### src/rtl/fb_write_arbiter.sv
// Write arbiter for the order-book display frame buffer: round-robin between the
// HPS register path (port 0) and the update engine (port 1), plus a clear sequencer.
module fb_write_arbiter #(
    parameter int unsigned       ROWS        = 10,
    parameter int unsigned       COLS        = 2,
    parameter int unsigned       DATA_W      = 6,
    parameter int unsigned       ROW_W       = 4,
    parameter int unsigned       COL_W       = 1,
    parameter logic [DATA_W-1:0] CLEAR_VAL   = '0,
    parameter bit                GATE_VBLANK = 1'b1
) (
    input  logic              clk,
    input  logic              reset_n,
    input  logic              r0_valid,
    output logic              r0_ready,
    input  logic [ROW_W-1:0]  r0_row,
    input  logic [COL_W-1:0]  r0_col,
    input  logic [DATA_W-1:0] r0_data,
    input  logic              r1_valid,
    output logic              r1_ready,
    input  logic [ROW_W-1:0]  r1_row,
    input  logic [COL_W-1:0]  r1_col,
    input  logic [DATA_W-1:0] r1_data,
    input  logic              clear_start,
    input  logic              vblank,
    output logic              fb_we,
    output logic [ROW_W-1:0]  fb_row,
    output logic [COL_W-1:0]  fb_col,
    output logic [DATA_W-1:0] fb_data,
    output logic              busy,
    output logic              addr_err
);

    localparam int unsigned ENTRIES = ROWS * COLS;
    localparam int unsigned IDX_W   = (ENTRIES > 1) ? $clog2(ENTRIES) : 1;
    localparam logic [IDX_W-1:0] LAST_IDX = IDX_W'(ENTRIES - 1);

    typedef enum logic {IDLE, CLEAR} state_t;

    state_t            state_q;
    logic [IDX_W-1:0]  idx_q;
    logic              last_grant_q;
    logic              fb_we_q;
    logic [ROW_W-1:0]  fb_row_q;
    logic [COL_W-1:0]  fb_col_q;
    logic [DATA_W-1:0] fb_data_q;
    logic              busy_q;
    logic              addr_err_q;

    logic              can_accept;
    logic              grant1;
    logic              handshake;
    logic [ROW_W-1:0]  sel_row;
    logic [COL_W-1:0]  sel_col;
    logic [DATA_W-1:0] sel_data;
    logic              sel_in_range;
    logic [ROW_W-1:0]  clear_row;
    logic [COL_W-1:0]  clear_col;

    // A pending clear_start blocks acceptance in the same cycle so clear always wins.
    assign can_accept = reset_n && (state_q == IDLE) && !clear_start
                        && (!GATE_VBLANK || vblank);
    assign grant1     = r1_valid && (!r0_valid || !last_grant_q);
    assign r1_ready   = can_accept && grant1;
    assign r0_ready   = can_accept && r0_valid && !grant1;
    assign handshake  = r0_ready || r1_ready;

    assign sel_row      = grant1 ? r1_row  : r0_row;
    assign sel_col      = grant1 ? r1_col  : r0_col;
    assign sel_data     = grant1 ? r1_data : r0_data;
    assign sel_in_range = (32'(sel_row) < ROWS) && (32'(sel_col) < COLS);

    assign clear_row = ROW_W'(32'(idx_q) / COLS);
    assign clear_col = COL_W'(32'(idx_q) % COLS);

    always_ff @(posedge clk or negedge reset_n) begin
        if (!reset_n) begin
            state_q      <= IDLE;
            idx_q        <= '0;
            last_grant_q <= 1'b1;
            fb_we_q      <= 1'b0;
            fb_row_q     <= '0;
            fb_col_q     <= '0;
            fb_data_q    <= '0;
            busy_q       <= 1'b0;
            addr_err_q   <= 1'b0;
        end else begin
            fb_we_q <= 1'b0;
            case (state_q)
                IDLE: begin
                    if (clear_start) begin
                        state_q    <= CLEAR;
                        idx_q      <= '0;
                        busy_q     <= 1'b1;
                        addr_err_q <= 1'b0;
                    end else if (handshake) begin
                        last_grant_q <= grant1;
                        // Out-of-range requests are consumed but never reach the buffer.
                        if (sel_in_range) begin
                            fb_we_q   <= 1'b1;
                            fb_row_q  <= sel_row;
                            fb_col_q  <= sel_col;
                            fb_data_q <= sel_data;
                        end else begin
                            addr_err_q <= 1'b1;
                        end
                    end
                end
                CLEAR: begin
                    fb_we_q   <= 1'b1;
                    fb_row_q  <= clear_row;
                    fb_col_q  <= clear_col;
                    fb_data_q <= CLEAR_VAL;
                    if (idx_q == LAST_IDX) begin
                        state_q <= IDLE;
                        busy_q  <= 1'b0;
                    end else begin
                        idx_q <= idx_q + IDX_W'(1);
                    end
                end
                default: state_q <= IDLE;
            endcase
        end
    end

    assign fb_we    = fb_we_q;
    assign fb_row   = fb_row_q;
    assign fb_col   = fb_col_q;
    assign fb_data  = fb_data_q;
    assign busy     = busy_q;
    assign addr_err = addr_err_q;

endmodule

### config.mk
export PLATFORM = sky130hd
export DESIGN_NAME = fb_write_arbiter
export DESIGN_NICKNAME = d
export VERILOG_FILES = /design/src/rtl/fb_write_arbiter.sv
export SDC_FILE = /design/constraint.sdc
export NUM_CORES = 1
export LEC_CHECK = 0
export CORE_MARGIN = 5
export CORE_UTILIZATION = 30
export CTS_CLUSTER_DIAMETER = 40
export DETAILED_ROUTE_END_ITERATION = 12
export DONT_BUFFER_PORTS = 1
export PLACE_DENSITY = 0.41
export SYNTH_ARGS = -nofsm -noshare
export SYNTH_HDL_FRONTEND = slang
export SYNTH_SLANG_ARGS = --single-unit
### constraint.sdc
create_clock -name clk -period 2 [get_ports clk]
set_clock_uncertainty 0.1 [all_clocks]
set_input_delay 0.2 -clock clk [delete_from_list [all_inputs] [get_ports clk]]
set_output_delay 0.2 -clock clk [all_outputs]
set_load 0.1 [all_outputs]
==> impl_metrics.env, run 1 <==
export IMPL_status="complete, no violations"
export IMPL_required_ns=1.70
export IMPL_post_cts_buffers=0
export IMPL_htreeDepth=1
export IMPL_rsz0062_at_grt="false"
export IMPL_track_usage_pct=12.2
export IMPL_ys_types=29
export IMPL_maxSlewHeadroom_pct=34.4
export IMPL_placedCellCount=174
export IMPL_cts_root_buffer="clkbuf_8"
export IMPL_grt_pass1_wl_um=5050
export IMPL_first_iter_violations=64
export IMPL_yosys_area_top_type="dfrtp_1"
export IMPL_syn_area_mm2=0.00117
export IMPL_critical_path_class="flop to output port"
export IMPL_worst_path_max_fanout=8
export IMPL_arrival_ns=1.46
export IMPL_final_nets=164
export IMPL_dieWidth_um=72.5
export IMPL_clkLatencyLatePin_ns=0.26
export IMPL_firstDrtPassIters=4
export IMPL_hold_ws_ns=0.0317
export IMPL_drc=0
export IMPL_startpoint_type="flop"
export IMPL_ff_latch_area_um2=527
export IMPL_layout_cells_non_filler=182
export IMPL_dieArea_mm2=0.00526
export IMPL_tightest_slew_ns=0.981
export IMPL_fin_ws_ns=0.245
export IMPL_areaGrowthSynthToFinish_pct=24.8
export IMPL_n_antenna_cell=0
export IMPL_drtAntennaViolNets=0
export IMPL_maxSlewViolCount=0
export IMPL_die_h_um=72.5
export IMPL_cts_tree="built"
export IMPL_multiInputGateArea_um2=591
export IMPL_hold_class="primary input to flop"
export IMPL_clkSinkCount=21
export IMPL_syn_area_per_cell_um2=10.5
export IMPL_yosysTopAreaCellShare_pct=42.6
export IMPL_synth_cells=112
export IMPL_cts_buffer_depth=2
export IMPL_ys_seq_area_share_pct=44.9
export IMPL_routed_via_density=5.22
export IMPL_p_per_area_mw_per_mm2=1470
export IMPL_clkTransAtPathRegs_ns=0.08
export IMPL_max_cap_violations=0
export IMPL_peakVddDrop_mv=0.544
export IMPL_wl_per_cell_um=16.7
export IMPL_final_cell_mix="20 x dfrtp_1, 18 x buf_4, 10 x nand2_1"
export IMPL_synth_area_top_cells="dfrtp_1 43%, mux2i_1 6.8%, a311oi_1 4.5%, a21oi_1 3.8%, a2111oi_0 3.7%"
export IMPL_final_common_cell="dfrtp_1"
export IMPL_core_area_mm2=0.00372
export IMPL_hpwl_um=2220
export IMPL_max_freq_mhz=570
export IMPL_fin_crit_sh_pct=87.8
export IMPL_vias=950
export IMPL_setup_viol=0
export IMPL_overflow=0
export IMPL_final_setup_tns_ns=0
export IMPL_hold_viol=0
export IMPL_p_leak_uw=0.000634
export IMPL_ys_seq_elements=21
export IMPL_fin_crit_ns=1.76
export IMPL_yosysWarningCount=0
export IMPL_grt_pass1_vias=999
export IMPL_grt_max_degree=23
export IMPL_numCtsBuffers=3
export IMPL_drive_above_1_share_pct=24.6
export IMPL_routed_wl_um=3050
export IMPL_gp_congestion=0.759
export IMPL_fillCellCount=369
export IMPL_end_kind="output port"
export IMPL_pre_cts_slack_ns=0.189
export IMPL_synth_nets=141
export IMPL_numPortBuffers=0
export IMPL_ios=44
export IMPL_row_count=22
export IMPL_start_util_pct=31.6
export IMPL_antenna_found_initial=0
## registers in the layout, summed over array words and instances, names as in the netlist
register and count:
addr_err 1, busy 1, fb_col 1, fb_data 6, fb_row 4, fb_we 1
idx_q 5, last_grant_q 1, state_q 1
## final timing paths
kind | start | endpoint | slack (ns) | depth (start not counted)
setup reg to reg | state_q$_DFF_PN0_ | fb_row[3]$_DFFE_PN0P_ | 0.26 | 4
min in group asynchronous | reset_n | busy$_DFFE_PN0P_ | 0.45 | 1
setup / recovery | last_grant_q$_DFFE_PN1P_ | r1_ready | 0.24 | 4
hold / removal | clear_start | busy$_DFFE_PN0P_ | 0.03 | 2
max in group asynchronous | reset_n | fb_we$_DFF_PN0_ | 0.76 | 1
hold reg to reg | idx_q[4]$_DFFE_PN0P_ | idx_q[4]$_DFFE_PN0P_ | 0.46 | 2
## critical path, cell delays in order, from the launching register on
cell and delay (ns):
dfstp_2 0.39, a21boi_2 0.20, buf_4 0.23, and2_1 0.19, buf_12 0.18
## synth_stat cells
master     count
a2111oi_0      5
a21boi_2       1
a21oi_1        9
a21oi_2        3
a22o_1         3
a22oi_1        1
a311oi_1       6
a31oi_1        1
and2_1         1
and2b_1        5
and4bb_2       1
buf_4          2
buf_6          3
clkbuf_1       2
dfrtp_1       20
dfstp_2        1
ha_1           1
inv_1          2
mux2_2         1
mux2_4         1
mux2i_1        8
nand2_1       10
nand3_1        2
nand4bb_1      1
nor2_1         5
o21a_1         1
o21ai_0        8
o31ai_1        5
xor2_1         3
## per-layer routing
layer  vias up  global-route usage [%]  wire [µm]
met5         -                       0          0
met4         0                    1.84         21
met3         4                    3.74        213
met2        28                    20.6       1490
met1       444                    15.6       1320
li1        474                       -          -
## cell families after synthesis
family,Yosys count,synth area share [%]
compound gates,43,25.9
xor+xnor,3,2.24
fa+ha+maj,1,1.07
buf+inv,9,5.44
flops,21,44.9
mux,10,9.06
simple gates,25,11.4
## cell type report
| class | count | area share, % |
|---|---|---|
| multi-input cells | 82 | 40.3 |
| flip-flops and latches | 21 | 36.0 |
| repair buffers | 25 | 16.1 |
| well taps | 48 | 4.10 |
| clock buffers | 4 | 3.07 |
| inverters | 2 | 0.512 |
## where the power goes
group / switching, µW / total [µW] / internal (µW)
clock network: 137 / 279 / 142
registers: 121 / 694 / 574
logic: 839 / 1180 / 337
## per-stage QoR
stage	power [µW]	instance area, µm²	util [%]
after floorplan	1620	1180	-
after global placement	1850	1380	37.1
after detailed placement	1860	1380	37.1
after CTS	2170	1470	39.4
after global routing	2280	1470	39.4
final	2150	1470	39.4
## timing repair
item                                   CTS  global route
setup endpoints to repair                0             0
resized for setup                        0             0
endpoints found under the hold margin   23             0
hold buffers                             4             0
(Power assumes the default switching activity.)
==> inputs of run 2 (changes only) <==
- ABC_AREA: not set -> 1
==> run 2 against run 1 <==
Effect of this change:
- routed wire length shrank 7.5%
- final cell count grew 23%
- fmax shrank 1.4%
- non-clock buffer count shrank 7
- sequential share of layout area grew 0.95 points
- die area grew 1.4%
- largest cell class unchanged
- highest routed layer unchanged
==> impl_metrics.env, run 2 <==
export IMPL_rrSetupSlack_ns=0.31
export IMPL_ys_types=21
export IMPL_maxSlewViolCount=0
export IMPL_p_leak_uw=0.000754
export IMPL_cts_buffer_depth=2
export IMPL_largest_reg_flops=6
export IMPL_areaGrowthSynthToFinish_pct=19.7
export IMPL_dieArea_mm2=0.00534
export IMPL_fin_crit_sh_pct=89.0
export IMPL_critical_path_class="flop to output port"
export IMPL_end_kind="output port"
export IMPL_clkLatencyLatePin_ns=0.26
export IMPL_p_int_uw=1060
export IMPL_grt_max_degree=22
export IMPL_path_buf_inv=2
export IMPL_synth_edff_count=0
export IMPL_hold_ws_ns=0.0408
export IMPL_fin_ws_ns=0.220
export IMPL_core_area_mm2=0.00391
export IMPL_vias=1003
export IMPL_layout_cells_non_filler=224
export IMPL_hold_class="primary input to flop"
export IMPL_p_per_area_mw_per_mm2=1640
export IMPL_grt_pass1_wl_um=4710
export IMPL_numPortBuffers=0
export IMPL_track_usage_pct=11.4
export IMPL_yosysWarningCount=0
export IMPL_firstDrtPassIters=4
export IMPL_overflow=0
export IMPL_n_antenna_cell=0
export IMPL_clock_power_share_pct=11.6
export IMPL_final_setup_tns_ns=0
export IMPL_arrival_ns=1.48
export IMPL_clkTransAtPathRegs_ns=0.07
export IMPL_tightest_slew_ns=0.976
export IMPL_cts_root_buffer="clkbuf_8"
export IMPL_ios=44
export IMPL_post_cts_buffers=0
export IMPL_cts_tree="built"
export IMPL_sequentialPowerShare_pct=29.6
export IMPL_synth_cells=155
export IMPL_final_nets=204
export IMPL_comb_power_share_pct=58.8
export IMPL_grt_pass1_vias=1018
export IMPL_synth_main_ff_cell="dfrtp_1"
export IMPL_routed_wl_um=2820
export IMPL_first_iter_violations=22
export IMPL_synth_nets=184
export IMPL_cts_resized=0
export IMPL_max_cap_violations=0
export IMPL_p_sw_uw=1280
export IMPL_gp_congestion=0.776
export IMPL_placedCellCount=219
export IMPL_drc=0
export IMPL_synth_most_common_cell="nand2_1"
export IMPL_antenna_found_initial=0
export IMPL_final_common_cell="nand2_1"
export IMPL_clkSinkCount=21
export IMPL_htreeDepth=1
export IMPL_worst_path_max_fanout=16
export IMPL_hpwl_um=2230
export IMPL_die_h_um=73.0
export IMPL_synth_area_top_cells="dfrtp_1 42%, nand2_1 17%, nand2_2 10%, nand3_1 8.4%, o21ai_0 5.0%"
export IMPL_ys_seq_area_share_pct=44.2
export IMPL_rsz0062_at_grt="false"
export IMPL_startpoint_type="flop"
export IMPL_switching_share_pct=54.7
export IMPL_setup_viol=0
export IMPL_status="complete, no violations"
export IMPL_fillCellCount=453
export IMPL_cts_hold_buffers=1
export IMPL_crit_path_cell_trace="nand2_2, nand2_4, inv_4, nor2_2, buf_12"
export IMPL_dieWidth_um=73.0
export IMPL_yosys_area_top_type="dfrtp_1"
export IMPL_synthArstFlopShare_pct=100
export IMPL_syn_area_per_cell_um2=7.69
export IMPL_fin_crit_ns=1.78
export IMPL_maxSlewHeadroom_pct=34.7
export IMPL_drtAntennaViolNets=0
export IMPL_routed_via_density=4.48
export IMPL_synth_commonest_cells="53 x nand2_1, 20 x dfrtp_1, 20 x nand2_2, 20 x nand3_1, 12 x o21ai_0"
export IMPL_pre_cts_slack_ns=0.321
export IMPL_start_util_pct=30.5
export IMPL_final_cell_mix="53 x nand2_1, 20 x nand3_1, 20 x nand2_2, 20 x dfrtp_1, 16 x buf_4"
export IMPL_cpPeakStageDelay_ns=0.55
export IMPL_crit_slowest_cell="dfstp_2"
export IMPL_peakVddDrop_mv=0.523
export IMPL_syn_area_mm2=0.00119
export IMPL_yosysTopAreaCellShare_pct=42.0
export IMPL_ys_seq_elements=21
export IMPL_drive_above_1_share_pct=28.7
export IMPL_numCtsBuffers=3
export IMPL_wl_per_cell_um=12.6
export IMPL_crit_family="flip-flops"
export IMPL_hold_viol=0
export IMPL_required_ns=1.70
export IMPL_row_count=23
export IMPL_max_freq_mhz=562
## run 2: layout make-up
class	instances	area (µm²)	area share, %
multi-input cells	119	594	41.6
flip-flops and latches	21	527	36.9
repair buffers	18	150	10.5
well taps	50	62.6	4.38
inverters	12	47.5	3.33
clock buffers	3	41.3	2.89
clock inverters	1	5.00	0.351
## run 2: final timing paths
path,from,endpoint,cells after the start
worst max-delay path,last_grant_q$_DFFE_PN1P_,r0_ready,5
worst min-delay path,r0_valid,last_grant_q$_DFFE_PN1P_,3
worst max register to register,last_grant_q$_DFFE_PN1P_,fb_row[1]$_DFFE_PN0P_,8
worst min register to register,fb_row[2]$_DFFE_PN0P_,fb_row[2]$_DFFE_PN0P_,2
max in group asynchronous,reset_n,addr_err$_DFFE_PN0P_,1
min in group asynchronous,reset_n,fb_data[1]$_DFFE_PN0P_,1
## run 2: power by group through the flow
stage | clock network (µW) | registers (µW) | logic [µW]
2_1_floorplan | 0 | 1230 | 614
6_report | 272 | 692 | 1380
5_1_grt | 308 | 717 | 1510
3_5_place_dp | 0 | 700 | 1390
3_3_place_gp | 0 | 702 | 1370
4_1_cts | 289 | 695 | 1400
## run 2: stage by stage
| step | total power (µW) | area [µm²] | util (%) |
|---|---|---|---|
| detailed placement | 2090 | 1370 | 35.0 |
| floorplan | 1850 | 1200 | - |
| CTS | 2380 | 1430 | 36.5 |
| global route | 2530 | 1430 | 36.5 |
| global placement | 2070 | 1370 | 35.0 |
| finish | 2340 | 1430 | 36.5 |
## run 2: layer usage
layer	routed length (µm)	GRT usage, %	vias up
met1	1420	16.6	435
met5	0	0	-
met2	1130	15.5	33
met4	30	3.69	0
li1	-	-	533
met3	235	4.13	2
## run 2: worst min-delay path, delay by kind of cell
kind	cells	cell delay [ns]
AO/OA/AOI/OAI	1	0.07
AND/OR/NAND/NOR	2	0.12
## run 2: cell families (layout without fill, tap and decap cells)
kind of cell / after synthesis / in the layout / share of synthesized area (%)
buf+inv: 15 / 34 / 6.40
compound gates: 14 / 14 / 6.19
xor+xnor: 2 / 2 / 1.47
simple gates: 102 / 102 / 40.7
fa+ha+maj: 1 / 1 / 1.05
flops: 21 / 21 / 44.2
